$ cat config.mk
export PLATFORM = sky130hd
export DESIGN_NAME = ula_despacho
export DESIGN_NICKNAME = d
export VERILOG_FILES = /design/src/rtl/ula_pkg.sv /design/src/rtl/ula_despacho_banco_registros.sv /design/src/rtl/ula_despacho.sv
export SDC_FILE = /design/constraint.sdc
export NUM_CORES = 1
export LEC_CHECK = 0
export BUFFER_PORTS_ARGS = -buffer_cell sky130_fd_sc_hd__buf_2
export CAP_MARGIN = 5
export CORE_MARGIN = 1.5
export CORE_UTILIZATION = 50
export CTS_BUF_LIST = sky130_fd_sc_hd__clkbuf_8
export DETAILED_ROUTE_END_ITERATION = 8
export PLACE_DENSITY = 0.7
export SLEW_MARGIN = 10
export SYNTH_ARGS = -nofsm -noshare
export SYNTH_HDL_FRONTEND = slang
export SYNTH_HIERARCHICAL = 1
export SYNTH_SLANG_ARGS = --single-unit
export TNS_END_PERCENT = 1
$ cat constraint.sdc
create_clock -name clk -period 2.65 [get_ports clk]
set_input_delay 0.1325 -clock clk [delete_from_list [all_inputs] [get_ports clk]]
set_output_delay 0.1325 -clock clk [all_outputs]
set_load 0.01 [all_outputs]
$ cat src/rtl/ula_pkg.sv
// ula_pkg
// Shared definitions for the ALU dispatcher: data/register geometry,
// opcode encodings and the dispatcher state type.
package ula_pkg;

  localparam int DATA_W = 8;
  localparam int NREGS  = 8;
  localparam int ADDR_W = 3;

  localparam logic [2:0] OP_ADD = 3'b000;
  localparam logic [2:0] OP_SUB = 3'b001;
  localparam logic [2:0] OP_AND = 3'b010;
  localparam logic [2:0] OP_OR  = 3'b011;
  localparam logic [2:0] OP_NOT = 3'b100;
  localparam logic [2:0] OP_SLT = 3'b101;
  localparam logic [2:0] OP_LI  = 3'b110;
  localparam logic [2:0] OP_RSV = 3'b111;

  typedef enum logic [1:0] {
    OCIOSO  = 2'd0,
    LEITURA = 2'd1,
    EXECUTA = 2'd2,
    ESCRITA = 2'd3
  } estado_t;

endpackage

$ cat src/rtl/ula_despacho_banco_registros.sv
// banco_registros
// 8 x 8-bit register file with two combinational read ports and one
// synchronous write port. r0 always reads zero and ignores writes.
// Ports:
//   clk, clr           clock, synchronous active-high clear of all registers
//   we, waddr, wdata   write port (takes effect at the rising edge)
//   raddr_a, rdata_a   read port A
//   raddr_b, rdata_b   read port B
module banco_registros
  import ula_pkg::*;
(
  input  logic              clk,
  input  logic              clr,
  input  logic              we,
  input  logic [ADDR_W-1:0] waddr,
  input  logic [DATA_W-1:0] wdata,
  input  logic [ADDR_W-1:0] raddr_a,
  input  logic [ADDR_W-1:0] raddr_b,
  output logic [DATA_W-1:0] rdata_a,
  output logic [DATA_W-1:0] rdata_b
);

  logic [DATA_W-1:0] regs [NREGS];

  always_ff @(posedge clk) begin
    if (clr) begin
      for (int i = 0; i < NREGS; i++) regs[i] <= '0;
    end else if (we && (waddr != '0)) begin
      regs[waddr] <= wdata;
    end
  end

  // r0 is forced to zero on the read side so it never depends on storage
  assign rdata_a = (raddr_a == '0) ? '0 : regs[raddr_a];
  assign rdata_b = (raddr_b == '0) ? '0 : regs[raddr_b];

endmodule

$ cat src/rtl/ula_despacho.sv
// ula_despacho
// Single-issue dispatcher: accepts one instruction, reads its operands
// from the internal register bank, starts an external ALU, waits ALU_LAT
// cycles for the result and writes it back before accepting the next one.
// Optional feature macro: ULA_DESPACHO_LI_EN enables op 110 as load
// immediate ({2'b00, rs, rt} -> rd, ALU bypassed). Without it op 110 is
// illegal like op 111 (sets sticky err, no writeback).
// Ports:
//   clk, clr                    clock, synchronous active-high reset
//   instr_valid/instr_ready     instruction handshake
//   instr_op/rd/rs/rt           opcode and register fields
//   alu_op/alu_a/alu_b/alu_start  ALU request (start is a one-cycle pulse)
//   alu_res                     ALU result, valid ALU_LAT cycles after start
//   wb_valid/wb_addr/wb_data    writeback pulse
//   err                         sticky illegal-opcode flag
module ula_despacho
  import ula_pkg::*;
#(
  parameter int ALU_LAT = 1
) (
  input  logic              clk,
  input  logic              clr,
  input  logic              instr_valid,
  output logic              instr_ready,
  input  logic [2:0]        instr_op,
  input  logic [ADDR_W-1:0] instr_rd,
  input  logic [ADDR_W-1:0] instr_rs,
  input  logic [ADDR_W-1:0] instr_rt,
  output logic [2:0]        alu_op,
  output logic [DATA_W-1:0] alu_a,
  output logic [DATA_W-1:0] alu_b,
  output logic              alu_start,
  input  logic [DATA_W-1:0] alu_res,
  output logic              wb_valid,
  output logic [ADDR_W-1:0] wb_addr,
  output logic [DATA_W-1:0] wb_data,
  output logic              err
);

  localparam logic [2:0] LAST = 3'(ALU_LAT - 1);

  estado_t           state, state_nx;
  logic [2:0]        op_q;
  logic [ADDR_W-1:0] rd_q, rs_q, rt_q;
  logic [2:0]        cnt;
  logic [DATA_W-1:0] res_q;
  logic [DATA_W-1:0] rdata_a, rdata_b;
  logic              legal, is_li;

`ifdef ULA_DESPACHO_LI_EN
  assign is_li = (op_q == OP_LI);
  assign legal = (op_q != OP_RSV);
`else
  assign is_li = 1'b0;
  assign legal = (op_q != OP_RSV) && (op_q != OP_LI);
`endif

  banco_registros u_banco (
    .clk     (clk),
    .clr     (clr),
    .we      (state == ESCRITA),
    .waddr   (rd_q),
    .wdata   (res_q),
    .raddr_a (rs_q),
    .raddr_b (rt_q),
    .rdata_a (rdata_a),
    .rdata_b (rdata_b)
  );

  // State register plus the per-state datapath registers: instruction
  // fields latched on accept, latency counter, captured result, err flag.
  always_ff @(posedge clk) begin
    if (clr) begin
      state <= OCIOSO;
      op_q  <= '0;
      rd_q  <= '0;
      rs_q  <= '0;
      rt_q  <= '0;
      cnt   <= '0;
      res_q <= '0;
      err   <= 1'b0;
    end else begin
      state <= state_nx;
      case (state)
        OCIOSO: begin
          if (instr_valid) begin
            op_q <= instr_op;
            rd_q <= instr_rd;
            rs_q <= instr_rs;
            rt_q <= instr_rt;
          end
        end
        LEITURA: begin
          cnt <= '0;
          if (!legal)     err   <= 1'b1;
          else if (is_li) res_q <= {2'b00, rs_q, rt_q};
        end
        EXECUTA: begin
          // result is sampled on the last latency cycle only
          if (cnt == LAST) begin
            res_q <= alu_res;
            cnt   <= '0;
          end else begin
            cnt <= cnt + 3'd1;
          end
        end
        default: ;
      endcase
    end
  end

  // Next state and outputs. ALU operands are driven straight from the
  // register bank; they stay stable in EXECUTA because nothing is written
  // until ESCRITA.
  always_comb begin
    state_nx    = state;
    instr_ready = 1'b0;
    alu_start   = 1'b0;
    alu_op      = '0;
    alu_a       = '0;
    alu_b       = '0;
    wb_valid    = 1'b0;
    wb_addr     = '0;
    wb_data     = '0;
    case (state)
      OCIOSO: begin
        instr_ready = 1'b1;
        if (instr_valid) state_nx = LEITURA;
      end
      LEITURA: begin
        if (!legal) begin
          state_nx = OCIOSO;
        end else if (is_li) begin
          state_nx = ESCRITA;
        end else begin
          alu_start = 1'b1;
          alu_op    = op_q;
          alu_a     = rdata_a;
          alu_b     = rdata_b;
          state_nx  = EXECUTA;
        end
      end
      EXECUTA: begin
        alu_op = op_q;
        alu_a  = rdata_a;
        alu_b  = rdata_b;
        if (cnt == LAST) state_nx = ESCRITA;
      end
      ESCRITA: begin
        wb_valid = 1'b1;
        wb_addr  = rd_q;
        wb_data  = res_q;
        state_nx = OCIOSO;
      end
      default: state_nx = OCIOSO;
    endcase
  end

endmodule

---- Yosys cells after proc, flatten, opt, wreduce, memory -nomap -nowiden ----
Memory sizes are Yosys's and may differ from the RTL's. A register that Yosys moved wholly into a read port is not among the register bits.
Index checks and enable logic that the tools add are counted.
word-level totals
  bits in writable memories ............... 64
  register bits after elaboration ......... 26
  output and inout port bits .............. 34
  memories ................................ 1
memories
  name          words  width  rd ports  clocked after memory_dff  wr ports  line                                RTL
  u_banco.regs  8      8      2         2                         8         ula_despacho_banco_registros.sv:23  logic [DATA_W-1:0] regs [NREGS];
operators by class
  $add $sub $neg .......................... 1
  eq/ne operators ......................... 7
  bitwise logic cells ..................... 1
  multiplexer cells ....................... 32
  reduce and logical (&&, ||, !) cells .... 13
operators with widths
  operator               number
  $mux W8                6
  $pmux W8 S2            2
  $mux W3                8
  $pmux W3 S2            2
  $mux W1                10
  $logic_not A3 Y1       3
  $pmux W2 S4            1
  $reduce_and A2 Y1      4
  $reduce_or A8 Y1       1
  $mux W2                3
  $ne A3 B3 Y1 const B   2
  $eq A2 B2 Y1 const B   2
  $ne A2 B2 Y1 const B   2
  $add A3 B1 Y3 const B  1
  $reduce_bool A3 Y1     1
  $eq A2 B1 Y1 const B   1
  $logic_and A1 B1 Y1    2
  $logic_not A2 Y1       1
  $reduce_bool A2 Y1     1
  $not A1 Y1             1

---- Depth between registers and ports, before layout ----
  word-level depth ........................ 7
  mapped depth ............................ 7
  depth with buffers taken out ............ 5

---- Modules after synthesis ----
Netlist, hierarchy kept.
modules (own cells, without submodules)
  module           area an instance (µm²)  instances  cells an instance
  banco_registros  3229.3                  1          243
  ula_despacho     1327.5                  1          155

---- Worst setup path after synthesis ----
OpenSTA, ideal clock, no wires.
  kind .................................... flip-flop to flip-flop
  start ................................... register (tool-made name)
  end ..................................... memory u_banco.regs[4][0], enable pin
  path slack .............................. 875 ps
  arrival time ............................ 1466 ps
  stages on the path, launching flop included .. 5
  library setup time ...................... 309 ps
  data required time ...................... 2341 ps
  period minus slack after synthesis ...... 1775 ps
  cell sequence ........................... dfxtp_1 ha_1 or3b_4 nor2_4 or2_2
RTL lines
  element           line
  end: declaration  ula_despacho_banco_registros.sv:23

---- Final worst setup path ----
  start ................................... register rt_q[1]
  end ..................................... output port alu_b[4]
on the way
  cells in the longest elaborated chain, start to end .. 4
RTL lines
  element                   line                                RTL
  start: declaration        ula_despacho.sv:44                  logic [ADDR_W-1:0] rd_q, rs_q, rt_q;
  start signal: assignment  ula_despacho.sv:90                  rt_q <= instr_rt;
  $logic_not A3 Y1 *        ula_despacho_banco_registros.sv:35  assign rdata_b = (raddr_b == '0) ? '0 : regs[raddr_b];
  $mux W8 *                 ula_despacho_banco_registros.sv:35
  via rdata_b[4]            ula_despacho.sv:47                  logic [DATA_W-1:0] rdata_a, rdata_b;
  $mux W8                   ula_despacho.sv:131                 if (!legal) begin
  $pmux W8 S2 *             ula_despacho.sv:125                 case (state)
  end: declaration          ula_despacho.sv:31                  output logic [DATA_W-1:0] alu_b,
The timed path passes the listed nets; every way through them passes the cells marked *.

==> results.cfg <==
[status]
status = finished clean

[synthesis]
synth_seq_area_share_pct = 48.33
ys_ff_latch = 82
synth_fp_nets = 427
syn_area_mm2 = 0.004557
yosysUniqueCellTypes = 42
synth_cells = 398
syn_avg_cell_area_um2 = 11.45
yosys_warnings = 6

[finish]
fillers = 756
fin_area_mm2 = 0.005064
regArea_mm2 = 0.002202
area_growth_pct = 11.12
multi_input_area_mm2 = 0.002141
diodes = 0
final_nets = 479
drive_above_1_share_pct = 29.67
final_core_utilization_pct = 57.78

[min_path]
hp-start = alu_res[7]
hold_depth = 3
hold_class = primary input to flip-flop
whs_endpoint = res_q[7]

[setup_path]
reg2reg_slack_ps = 590
worstPathArrival_ps = 2360
reg2reg_depth = 4
required_ps = 2520
worst_setup_path_start_kind = flip-flop
crit_path_end_kind = primary output
r2r_end = u_banco/regs[5][3]
crit_fanout = 11
crit_type = flip-flop to primary output

[routing]
via_per_inst = 5.693
dr.first_iter.drc_count = 202
num_vias = 3205
wl_per_cell_um = 18.49
drc = 0
dr.pass1.iters = 4
ant_nets = 0
wl_mm = 10.41

[timing]
slew_viol_final = 0
setup_viol = 0
period_share_pct = 93.96
worst_pin_slew_ps = 819.3
rsz0062_at_grt = false
finClkSkew_ps = 13.42
hold_viol = 0
relSlewSlack_pct = 45.27
post-route-min-period_ps = 2490
setup_tns_ps = 0
fmax_mhz = 401.6

[clocking]
cts_max_level = 3
cts_buffer_depth = 2
clk_latency_ps = 360
cts_buffers = 9
cts_tree = yes
cts_root_buffer = clkbuf_8
path_clk_slew_ps = 80
cts_sinks = 82

[grt]
grt_start_max_net_pins = 37
grt_pass1_vias = 3048
antenna_found_initial = 0
grt_util_all_layers_pct = 21.88
grt_pass1_wl_mm = 15.98
grt.overflow.total = 0

[placement]
placed_area_mm2 = 0.004856
io_buffer_count = 56
gp_congestion = 0.9138
dp_hpwl_mm = 7.176

[pwr]
leakage_nw = 2.070
p_total_mw = 2.774
peakVddDrop_mv = 0.3686
power-per-cell-area_mw_per_mm2 = 547.8

[job]
cap_violations = 0

[floorplanning]
core_area_mm2 = 0.008763
initial_core_util_pct = 52.00
dieArea_mm2 = 0.009695
chipHeight_um = 98.47
placementRows = 34
die_w_um = 98.47
io_pins = 57
[kinds of logic (layout without fill, tap and decap cells)]
| kind of cell | Yosys count | in the layout | share of synthesized area [%] |
|---|---|---|---|
| AO/OA/AOI/OAI | 62 | 62 | 11.15 |
| adder cells (fa/ha/maj) | 6 | 6 | 1.647 |
| buffers and inverters | 32 | 89 | 4.695 |
| flip-flops | 82 | 82 | 48.33 |
| multiplexers | 49 | 49 | 11.78 |
| AND/OR/NAND/NOR | 167 | 167 | 22.41 |
[layout make-up]
class	count	share of cell area [%]
sequential	82	43.49
multi-input combinational	284	42.28
timing repair buffer	67	7.215
tap	108	2.669
clock buffer	9	2.446
clock inverter	7	1.458
inverter	6	0.4448
[stage by stage]
stage               setup WS [ps]  cells  hold slack (ps)
global placement            711.1    546            360.1
finish                      160.1    563            11.19
detailed placement          621.2    546            372.8
floorplan                   874.5    398            268.5
global route                98.43    563            6.838
CTS                         276.7    563            1.512
[power breakdown]
group | leakage, nW | internal (mW) | switching (mW) | total (mW)
logic | 1.18 | 0.165 | 0.219 | 0.384
clock network | 0.100 | 0.442 | 0.472 | 0.913
registers | 0.790 | 1.41 | 0.0626 | 1.48
total | 2.07 | 2.02 | 0.753 | 2.77
[worst max-delay path by stage]
stage	start	depth (start not counted)	end
final	rt_q[1]	5	alu_b[4]
after CTS	rt_q[1]	5	alu_b[4]
after detailed placement	flip-flop	4	u_banco/regs[5][1]
after floorplan	flip-flop	4	u_banco/regs[4][0]
after global placement	flip-flop	4	u_banco/regs[4][4]
after global routing	rt_q[1]	5	alu_b[4]
[routing by layer]
layer  up-vias  wire (um)  global-route usage, %
met1      1549       4695                  29.74
met4         0        366                  10.94
li1       1539          -                      -
met5         -          0                      0
met3        22        618                  4.043
met2        95       4728                  33.77
[synth_stat cells (all sizes together)]
master / count / area (um2)
nand2: 29 / 108.9
ha: 6 / 75.07
nand4: 1 / 6.260
a211oi: 10 / 75.07
a22o: 1 / 8.760
and2b: 1 / 7.510
dfxtp: 26 / 520.5
a311oi: 8 / 70.07
nor2: 16 / 82.58
nand3: 1 / 5.000
nor2b: 12 / 75.07
or3b: 1 / 11.26
and2: 88 / 579.3
or2: 7 / 43.79
and3b: 1 / 8.760
mux2: 16 / 206.5
nor3: 1 / 10.01
a221oi: 24 / 241.5
buf: 22 / 176.4
o21a: 1 / 15.01
nand2b: 6 / 45.04
a21boi: 1 / 11.26
mux2i: 33 / 330.3
a21oi: 15 / 75.07
nand3b: 2 / 27.53
o21ai: 1 / 5.000
inv: 6 / 22.52
a31oi: 1 / 6.260
nor4bb: 1 / 10.01
edfxtp: 56 / 1682
clkbuf: 4 / 15.01
[worst max-delay path, stage by stage, from the launching register on]
cell and delay (ps):
dfxtp_1 710, mux2_2 410, a221oi_1 470, a311oi_1 100
and2_2 190, buf_2 130
[flip-flops by register name, indices dropped and copies added (netlist names), named ones only]
signal,cells
u_banco/regs,56
rd_q,3
res_q,8
err,1
state,1
op_q,3
rt_q,3
cnt,3
rs_q,3
[placed cells by master, fill, tap and decap left out, types with 10 or more instances in the layout]
cell	netlist	layout
and2_1	72	72
buf_2	5	56
edfxtp_1	56	56
mux2i_1	33	33
nand2_1	29	29
dfxtp_1	26	26
a221oi_1	19	19
a21oi_1	15	15
nor2_1	13	13
nor2b_1	12	12
a211oi_1	10	10
buf_4	9	10
[repair_timing]
| action | CTS | global route |
|---|---|---|
| hold buffers | 1 | 0 |
| hold endpoints to repair | 1 | 0 |
| resized for setup | 0 | 0 |
| setup buffers | 0 | 0 |
(Power assumes the default switching activity.)
